==> config.mk <==
export PLATFORM = sky130hd
export DESIGN_NAME = sprite_unit
export DESIGN_NICKNAME = d
export VERILOG_FILES = /design/src/rtl/video_pkg.sv /design/src/rtl/sprite_bitmap.sv /design/src/rtl/sprite_unit.sv
export SDC_FILE = /design/constraint.sdc
export NUM_CORES = 1
export LEC_CHECK = 0
export BUFFER_PORTS_ARGS = -buffer_cell sky130_fd_sc_hd__buf_2
export CAP_MARGIN = 15
export CORE_ASPECT_RATIO = 1.5
export CORE_MARGIN = 2
export CORE_UTILIZATION = 60
export CTS_CLUSTER_SIZE = 25
export DETAILED_ROUTE_END_ITERATION = 10
export PLACE_DENSITY = 0.79
export REMOVE_ABC_BUFFERS = 1
export SETUP_SLACK_MARGIN = 0.5
export SLEW_MARGIN = 20
export SYNTH_ARGS = -nofsm -noshare
export SYNTH_HDL_FRONTEND = slang
export SYNTH_SLANG_ARGS = --single-unit
==> constraint.sdc <==
create_clock -name clk_i -period 4.16 [get_ports clk_i]
set_clock_uncertainty 0.2 [all_clocks]
set_input_delay 0.832 -clock clk_i [delete_from_list [all_inputs] [get_ports clk_i]]
set_output_delay 0.832 -clock clk_i [all_outputs]
set_load 0.03 [all_outputs]
==> src/rtl/video_pkg.sv <==
// Shared video/SPI definitions for the register block and the sprite unit.
// Latency: none (declarations only).
// Backpressure: none (declarations only).
package video_pkg;

  // SPI command codes; command 0 streams sprite bitmap bytes.
  typedef enum logic [2:0] {
    CMD_SPRITE_DATA = 3'd0,
    CMD_COLOR1      = 3'd1,
    CMD_COLOR2      = 3'd2,
    CMD_COLOR3      = 3'd3,
    CMD_COLOR4      = 3'd4,
    CMD_SPRITE_X    = 3'd5,
    CMD_SPRITE_Y    = 3'd6,
    CMD_MISC        = 3'd7
  } spi_cmd_e;

  localparam int RGB_W        = 6;
  localparam int SPRITE_DIM   = 8;
  localparam int SPRITE_BPP   = 2;
  localparam int SPRITE_BYTES = 16;

  typedef logic [RGB_W-1:0] rgb_t;

endpackage

==> src/rtl/sprite_bitmap.sv <==
// 8x8 2bpp sprite storage, filled byte-by-byte, with a combinational pixel read port.
// Latency: writes visible on the read port the cycle after the write; reads are combinational.
// Backpressure: none; every data_valid_i strobe is accepted.
module sprite_bitmap
  import video_pkg::*;
(
  input  logic       clk_i,
  input  logic       rst_ni,
  input  logic [7:0] data_i,
  input  logic       data_valid_i,
  input  logic       data_start_i,
  input  logic [2:0] row_i,
  input  logic [2:0] col_i,
  output logic [1:0] idx_o,
  output logic       upload_done_o
);

  logic [7:0] mem [SPRITE_BYTES];
  logic [3:0] ptr;
  logic [3:0] rd_addr;
  logic [7:0] rd_byte;

  // Byte writes, write pointer and upload completion; a start with a
  // simultaneous byte lands that byte at address 0.
  always_ff @(posedge clk_i or negedge rst_ni) begin
    if (!rst_ni) begin
      for (int i = 0; i < SPRITE_BYTES; i++) mem[i] <= 8'h00;
      ptr           <= 4'd0;
      upload_done_o <= 1'b0;
    end else if (data_start_i) begin
      upload_done_o <= 1'b0;
      if (data_valid_i) begin
        mem[0] <= data_i;
        ptr    <= 4'd1;
      end else begin
        ptr    <= 4'd0;
      end
    end else if (data_valid_i) begin
      mem[ptr] <= data_i;
      ptr      <= ptr + 4'd1;
      if (ptr == 4'd15) upload_done_o <= 1'b1;
    end
  end

  // Row r lives in bytes 2r (cols 0-3) and 2r+1 (cols 4-7); col 0 is the MSB pair.
  assign rd_addr = {row_i, col_i[2]};
  assign rd_byte = mem[rd_addr];

  // Pick the 2-bit pixel out of the addressed byte.
  always_comb begin
    idx_o = 2'd0;
    case (col_i[1:0])
      2'd0: idx_o = rd_byte[7:6];
      2'd1: idx_o = rd_byte[5:4];
      2'd2: idx_o = rd_byte[3:2];
      2'd3: idx_o = rd_byte[1:0];
      default: idx_o = 2'd0;
    endcase
  end

endmodule

==> src/rtl/sprite_unit.sv <==
// Renders one scaled 8x8 sprite over the background colour into an RGB222 pixel stream.
// Latency: rgb_o is registered, 1 clock after hpos_i/vpos_i/display_on_i.
// Backpressure: none; produces a pixel every clock, bitmap writes always accepted.
module sprite_unit
  import video_pkg::*;
#(
  parameter int SCALE_LOG2 = 2,
  parameter int POS_SHIFT  = 1,
  parameter int POS_W      = 10
) (
  input  logic             clk_i,
  input  logic             rst_ni,
  input  logic [7:0]       data_i,
  input  logic             data_valid_i,
  input  logic             data_start_i,
  input  logic [5:0]       color1_i,
  input  logic [5:0]       color2_i,
  input  logic [5:0]       color3_i,
  input  logic [5:0]       color4_i,
  input  logic [7:0]       sprite_x_i,
  input  logic [7:0]       sprite_y_i,
  input  logic [4:0]       misc_i,
  input  logic             frame_start_i,
  input  logic [POS_W-1:0] hpos_i,
  input  logic [POS_W-1:0] vpos_i,
  input  logic             display_on_i,
  output logic [5:0]       rgb_o,
  output logic             upload_done_o
);

  localparam int AW = POS_W + 1;
  localparam logic [AW-1:0] SPR_SIZE = AW'(SPRITE_DIM << SCALE_LOG2);

  logic [7:0]    sh_x, sh_y;
  logic          sh_en;
  logic [7:0]    eff_x, eff_y;
  logic          eff_en;
  logic [AW-1:0] x0, y0, hpos_e, vpos_e, dx, dy;
  logic          hit;
  logic [2:0]    row, col;
  logic [1:0]    idx;
  rgb_t          pix_nxt;
  logic          unused_misc;

  assign unused_misc = ^misc_i[4:1];

  // Latch position/enable once per frame so the sprite cannot tear mid-frame.
  always_ff @(posedge clk_i or negedge rst_ni) begin
    if (!rst_ni) begin
      sh_x  <= 8'd0;
      sh_y  <= 8'd0;
      sh_en <= 1'b0;
    end else if (frame_start_i) begin
      sh_x  <= sprite_x_i;
      sh_y  <= sprite_y_i;
      sh_en <= misc_i[0];
    end
  end

  // The first pixel of a frame already sees the values being latched this edge.
  assign eff_x  = frame_start_i ? sprite_x_i : sh_x;
  assign eff_y  = frame_start_i ? sprite_y_i : sh_y;
  assign eff_en = frame_start_i ? misc_i[0]  : sh_en;

  // One extra bit of headroom keeps origin + size from wrapping.
  assign x0     = AW'(eff_x) << POS_SHIFT;
  assign y0     = AW'(eff_y) << POS_SHIFT;
  assign hpos_e = AW'(hpos_i);
  assign vpos_e = AW'(vpos_i);
  assign dx     = hpos_e - x0;
  assign dy     = vpos_e - y0;
  assign col    = 3'(dx >> SCALE_LOG2);
  assign row    = 3'(dy >> SCALE_LOG2);

  assign hit = eff_en
            && (hpos_e >= x0) && (hpos_e < x0 + SPR_SIZE)
            && (vpos_e >= y0) && (vpos_e < y0 + SPR_SIZE);

  sprite_bitmap u_bitmap (
    .clk_i         (clk_i),
    .rst_ni        (rst_ni),
    .data_i        (data_i),
    .data_valid_i  (data_valid_i),
    .data_start_i  (data_start_i),
    .row_i         (row),
    .col_i         (col),
    .idx_o         (idx),
    .upload_done_o (upload_done_o)
  );

  // Choose blank, background or sprite colour; index 0 is transparent.
  always_comb begin
    pix_nxt = color1_i;
    if (!display_on_i) begin
      pix_nxt = '0;
    end else if (hit) begin
      case (idx)
        2'd1:    pix_nxt = color2_i;
        2'd2:    pix_nxt = color3_i;
        2'd3:    pix_nxt = color4_i;
        default: pix_nxt = color1_i;
      endcase
    end
  end

  // Output pixel register.
  always_ff @(posedge clk_i or negedge rst_ni) begin
    if (!rst_ni) rgb_o <= '0;
    else         rgb_o <= pix_nxt;
  end

endmodule

Word-level counts from Yosys, hierarchy flattened
Index checks and enable logic that the tools add are counted.

cells by class
  add/sub/neg operators = 5
  $lt $le $gt $ge = 7
  equal/unequal tests = 7
  muxes and demuxes = 22
  bitwise gates (word level) = 3
  reduce and logical (&&, ||, !) cells = 10

operators by type and width
  operator                                                               number
  128-bit bitwise mux                                                    1
  128-bit two-way mux                                                    1
  8-bit two-way mux                                                      7
  8-bit binary-select mux with 4-bit select                              1
  8-bit demux with 4-bit select                                          1
  9-bit by 6-bit adder with 10-bit output (second input constant)        2
  10-bit by 9-bit >= comparator with 1-bit output                        2
  10-bit < comparator                                                    2
  6-bit case mux with 3 select lines                                     1
  6-bit two-way mux                                                      2
  5-bit >= comparator (second input constant)                            2
  4-bit inverter with 5-bit output                                       2
  5-bit subtractor                                                       2
  2-bit == test (second input constant)                                  4
  4-bit two-way mux                                                      2
  2-bit case mux with 4 select lines                                     1
  1-bit logical AND                                                      5
  5-bit by 1-bit < comparator with 1-bit output (second input constant)  1
  1-bit two-way mux                                                      5
  4-bit by 1-bit adder with 4-bit output (second input constant)         1
  2-bit by 1-bit == test with 1-bit output (second input constant)       2
  4-bit == test (second input constant)                                  1
  2-bit AND reduction                                                    2
  2-bit nonzero test                                                     2
  2 further kinds                                                        2

word-level totals
  register bits = 156
  bits of input ports = 79
  output and inout bits = 7
  word-level logic and storage cells = 76

Logic depth before layout (Yosys ltp)
  depth in word-level cells = 11
  mapped depth = 18
  depth with buffers taken out = 14

Hierarchy
A second synthesis with hierarchy kept.

unflattened totals
  cell total of the unflattened synthesis = 589
  area total of the unflattened synthesis = 8109.0 um^2

modules (own cells, without submodules)
  module         times used  cells an instance  area each (um^2)
  sprite_bitmap  1           415                6247.2
  sprite_unit    1           174                1861.8

Worst setup path after synthesis
OpenSTA, ideal clock, no wires.

  path type = input -> register
  start point = input port frame_start_i
  end point = register rgb_o[0]
  setup time = 0.128 ns
  arrival time = 4.746 ns
  data required time = 3.832 ns
  path slack = -0.914 ns
  cell stages on the path = 18
  path buffers = 5
  cell sequence = clkbuf_1 clkbuf_1 mux2_2 ha_1 inv_1 fa_1 buf_2 clkbuf_1 nor2_1 clkbuf_1 a221oi_1 nor2_1 o31a_1 a31oi_1 o31ai_4 a211o_1 o22ai_1 a211oi_1

between the ends
  longest elaborated chain between the ends = 11
  elaborated cells on any way between the ends = 30
  those cells by class = add/sub: 4; order compare: 4; eq/ne: 6; mux: 10; bitwise: 1; reduce/logical: 5

ends and longest elaborated chain
  what                                                                       RTL line             text
  start: declaration                                                         sprite_unit.sv:23    input logic frame_start_i,
  8-bit two-way mux *                                                        --
  via eff_y[0]                                                               sprite_unit.sv:36    logic [7:0] eff_x, eff_y;
  5-bit subtractor                                                           sprite_unit.sv:71    assign dy = vpos_e - y0;
  4-bit inverter with 5-bit output (not written as such)                     sprite_bitmap.sv:47  assign rd_byte = mem[rd_addr];
  8-bit binary-select mux with 4-bit select                                  sprite_bitmap.sv:47
  8-bit two-way mux (not written as such) (2 in series)                      sprite_bitmap.sv:47
  2-bit case mux with 4 select lines                                         sprite_bitmap.sv:52  case (col_i[1:0])
  2-bit == test or 2-bit by 1-bit == test with 1-bit output (tied branches)  sprite_unit.sv:97    case (idx)
  6-bit case mux with 3 select lines                                         sprite_unit.sv:97
  6-bit two-way mux *                                                        sprite_unit.sv:96    end else if (hit) begin
  6-bit two-way mux *                                                        sprite_unit.sv:94    if (!display_on_i) begin
  via pix_nxt[0]                                                             sprite_unit.sv:42    rgb_t pix_nxt;
  end signal: assignment                                                     sprite_unit.sv:109   else rgb_o <= pix_nxt;
  end: declaration                                                           sprite_unit.sv:27    output logic [5:0] rgb_o,

Mark *: on every way through the listed nets, which the timed path passes. The rest lies on a longest branch. The select of a mux whose other input is x is not followed.
A chain may end at the register's enable or synchronous reset.

Worst setup path after layout
  start point = input port frame_start_i
  end point = register rgb_o[2]

The elaborated chain is that of the path after synthesis.

==> run metrics <==
most common cell after layout, fill and taps aside dfrtp_1; All-Layer GR Usage between 30% and 40%; Worst R2R Path Depth 17; final core occ a little under 80%; post-synthesis sequential area ratio a little under half; Leakage Power 5.23 nW; outcome complete, but fails checks; worst-path cell chain buf_8 -> mux2_4 -> ha_4 -> inv_2 -> fa_2 -> buf_6 -> buf_6 -> buf_6 -> mux4_2 -> o21ai_2 -> o21ai_1 -> a31oi_1 -> a21oi_2 -> o31ai_4 -> buf_12 -> mux2_4 -> o22ai_2 -> a211oi_2; Vias/cell 6.35; setup violators final 3; GRT Residual Overflow 0; flops & latches, synth approximately 160; Buffers on Ports 81; FP Rows 53; Crit path buffers/inverters 6; Max Cap Violations 0; CP most frequent cell buf_6; n_diodes 0; first drt pass iteration count 8; CP arrival about 4.3 ns; PnR worst setup slack -0.0303 ns; cells after synthesis around 750; Power Density between 400 and 500 nW/um2; total CTS buffers 17; num ports 86; die area approximately 15000 um2; DR WL/cell roughly 23 um; post-route insts no fill around 1100; slew margin rel. around a quarter; final net count 1039; EDFF count, synth 0; deepest clock path buffer count 2; worst vdd ir 0.319 mV; antenna violations before repair 0; Final Hold Viols 0; die width roughly 100 um; RSZ-0062 raised after global routing true; Largest stage delay, worst path about 0.47 ns; CTS tree built; area grow syn2layout 29.4%; ys async rst share 100%; DP HPWL approximately 17 mm; Post-CTS Hold Fix Bufs 0; critical path depth 18; Starting DRT DRC Count about 560; Max FO, Critical Path 8; Routed Wire Length about 26 mm; Core ar. ~14000 um2; count of cell types in the netlist 75; Top delay family on crit path compound AO/OA/AOI/OAI gates; Startpoint Class input pin; Tcrit/Tclk final 101%; Max Clock Freq ~240 MHz; RR Startpoint sh_y[0]; final-report max-slew violation count 0; commonest non-fill, non-tap cells in the layout dfrtp_1, mux2_2, buf_4; Initial Util 61.2%; Synth top area share between 40% and 50%; DR DRC count 0; pin count of the biggest net entering global routing 89; CTS root buffer clkbuf_16; Yosys top cell by area dfrtp_1; WS Path Type input pin to flip-flop; H-tree depth 4; Die H ~150 um; area of placed instances between 9000 and 10000 um2; clk slew on worst S/H paths about 0.070 ns; CP max-delay cell fa_2; worst slew pin tran approximately 1.1 ns; failing checks negative setup slack; fin crit period ~4.2 ns; Post-Syn Area ~8600 um2; Yosys warning count 0; Inst Count DP 1070; Worst Setup SP frame_start_i; Syn Area/Cell between 10 and 15 um2; Final Instance Area 11100 um2; Vias 7181; first-pass GRT wire length slightly below 40 mm; post-route ant nets 0; layout cells sized above 1 47.4%; vias in the first global route 7510; Min-Delay Path Class input pin to async pin; Setup TNS -0.0460 ns; Skew-Pair Late Insertion Delay around 0.43 ns; dominant synthesized flop cell dfrtp_1; GPL Wtd Cong 0.954; Power, Total 0.00509 W; clock sinks ~160; Critical Path RT about 4.3 ns; Synth area leaders dfrtp_1, mux2_2, ha_1; CP endpoint kind flip-flop
-- where the power goes --
group | leakage (nW) | internal [W] | switching [W]
logic | 2.91 | 0.000869 | 0.000924
registers | 2.06 | 0.00170 | 0.000118
clock network | 0.265 | 0.000860 | 0.000622
-- worst reg2reg max path, cell delays in order, from the launching register on --
cell and delay, ns:
dfrtp_1 0.36, mux2_4 0.29, ha_4 0.17, inv_2 0.05, fa_2 0.47, buf_6 0.16, buf_6 0.11, buf_6 0.10
mux4_2 0.29, o21ai_2 0.16, o21ai_1 0.09, a31oi_1 0.31, a21oi_2 0.13, o31ai_4 0.25, buf_12 0.18, mux2_4 0.33
o22ai_2 0.13, a211oi_2 0.08
-- stage by stage --
stage / hold WS [ns] / setup slack [ns]
after floorplan: 0.252 / -0.460
after global placement: 0.271 / -0.467
after detailed placement: 0.283 / -0.563
after CTS: 0.292 / 0.117
after global routing: 0.314 / -0.102
final: 0.250 / -0.0303
-- flip-flops by register name (all words and copies together), names as in the netlist --
signal	cells
rgb_o	6
sh_en	1
sh_x	8
sh_y	8
u_bitmap.mem	128
u_bitmap.ptr	4
u_bitmap.upload_done_o	1
-- layer usage --
layer / global-route usage (%) / wire length, um
met1: 36.0 / 9140
met2: 61.6 / 13500
met3: 6.36 / 1640
met4: 20.8 / 1820
met5: 0 / 0
-- cells in the mapped netlist (all sizes together), types with 5 or more instances --
cell type and number:
inv 34, mux2 139, a211oi 15, nand2b 13, and3 14, a2111oi 5, a32oi 7, a21oi 14
o21a 5, nor3 9, mux2i 34, xnor2 8, ha 32, nand4 6, a31oi 7, o21ai 20
dfrtp 156, nand2 58, clkbuf 23, buf 18, nand3 17, o22ai 10, nor2 26
-- cells by family (layout without fill, tap and decap cells) --
group | Yosys count | count (layout) | share of synthesized area, %
AO/OA/AOI/OAI | 123 | 123 | 10.8
XOR/XNOR | 12 | 12 | 1.40
adder cells (fa/ha/maj) | 34 | 34 | 5.14
buffers and inverters | 75 | 269 | 3.90
flip-flops | 156 | 156 | 45.6
multiplexers | 176 | 176 | 23.0
AND/OR/NAND/NOR | 169 | 169 | 10.1
-- repair_timing --
item / 4_1_cts / 5_1_grt
gates resized for setup: 66 / 51
pin swaps: 28 / 28
setup buffers: 19 / 10
setup endpoints to repair: 6 / 6
gates cloned: 0 / 0
-- layout make-up --
class                      count  area (um2)
clock buffer                  24         472
clock inverter                 8        85.1
multi-input combinational    514        4810
sequential                   156        3900
fill                         806        2900
timing repair buffer         203        1460
tap                          192         240
inverter                      34         128
-- worst paths after layout --
path                            endpoint  slack [ns]
max in group asynchronous       rgb_o[2]        2.48
worst min register to register     sh_en        0.30
worst max-delay path            rgb_o[2]       -0.03
min in group clk_i                 sh_en        0.30
worst max register to register  rgb_o[2]        0.14
worst min-delay path             sh_y[3]        0.25
Note: power is estimated with default switching activity, not from simulation.
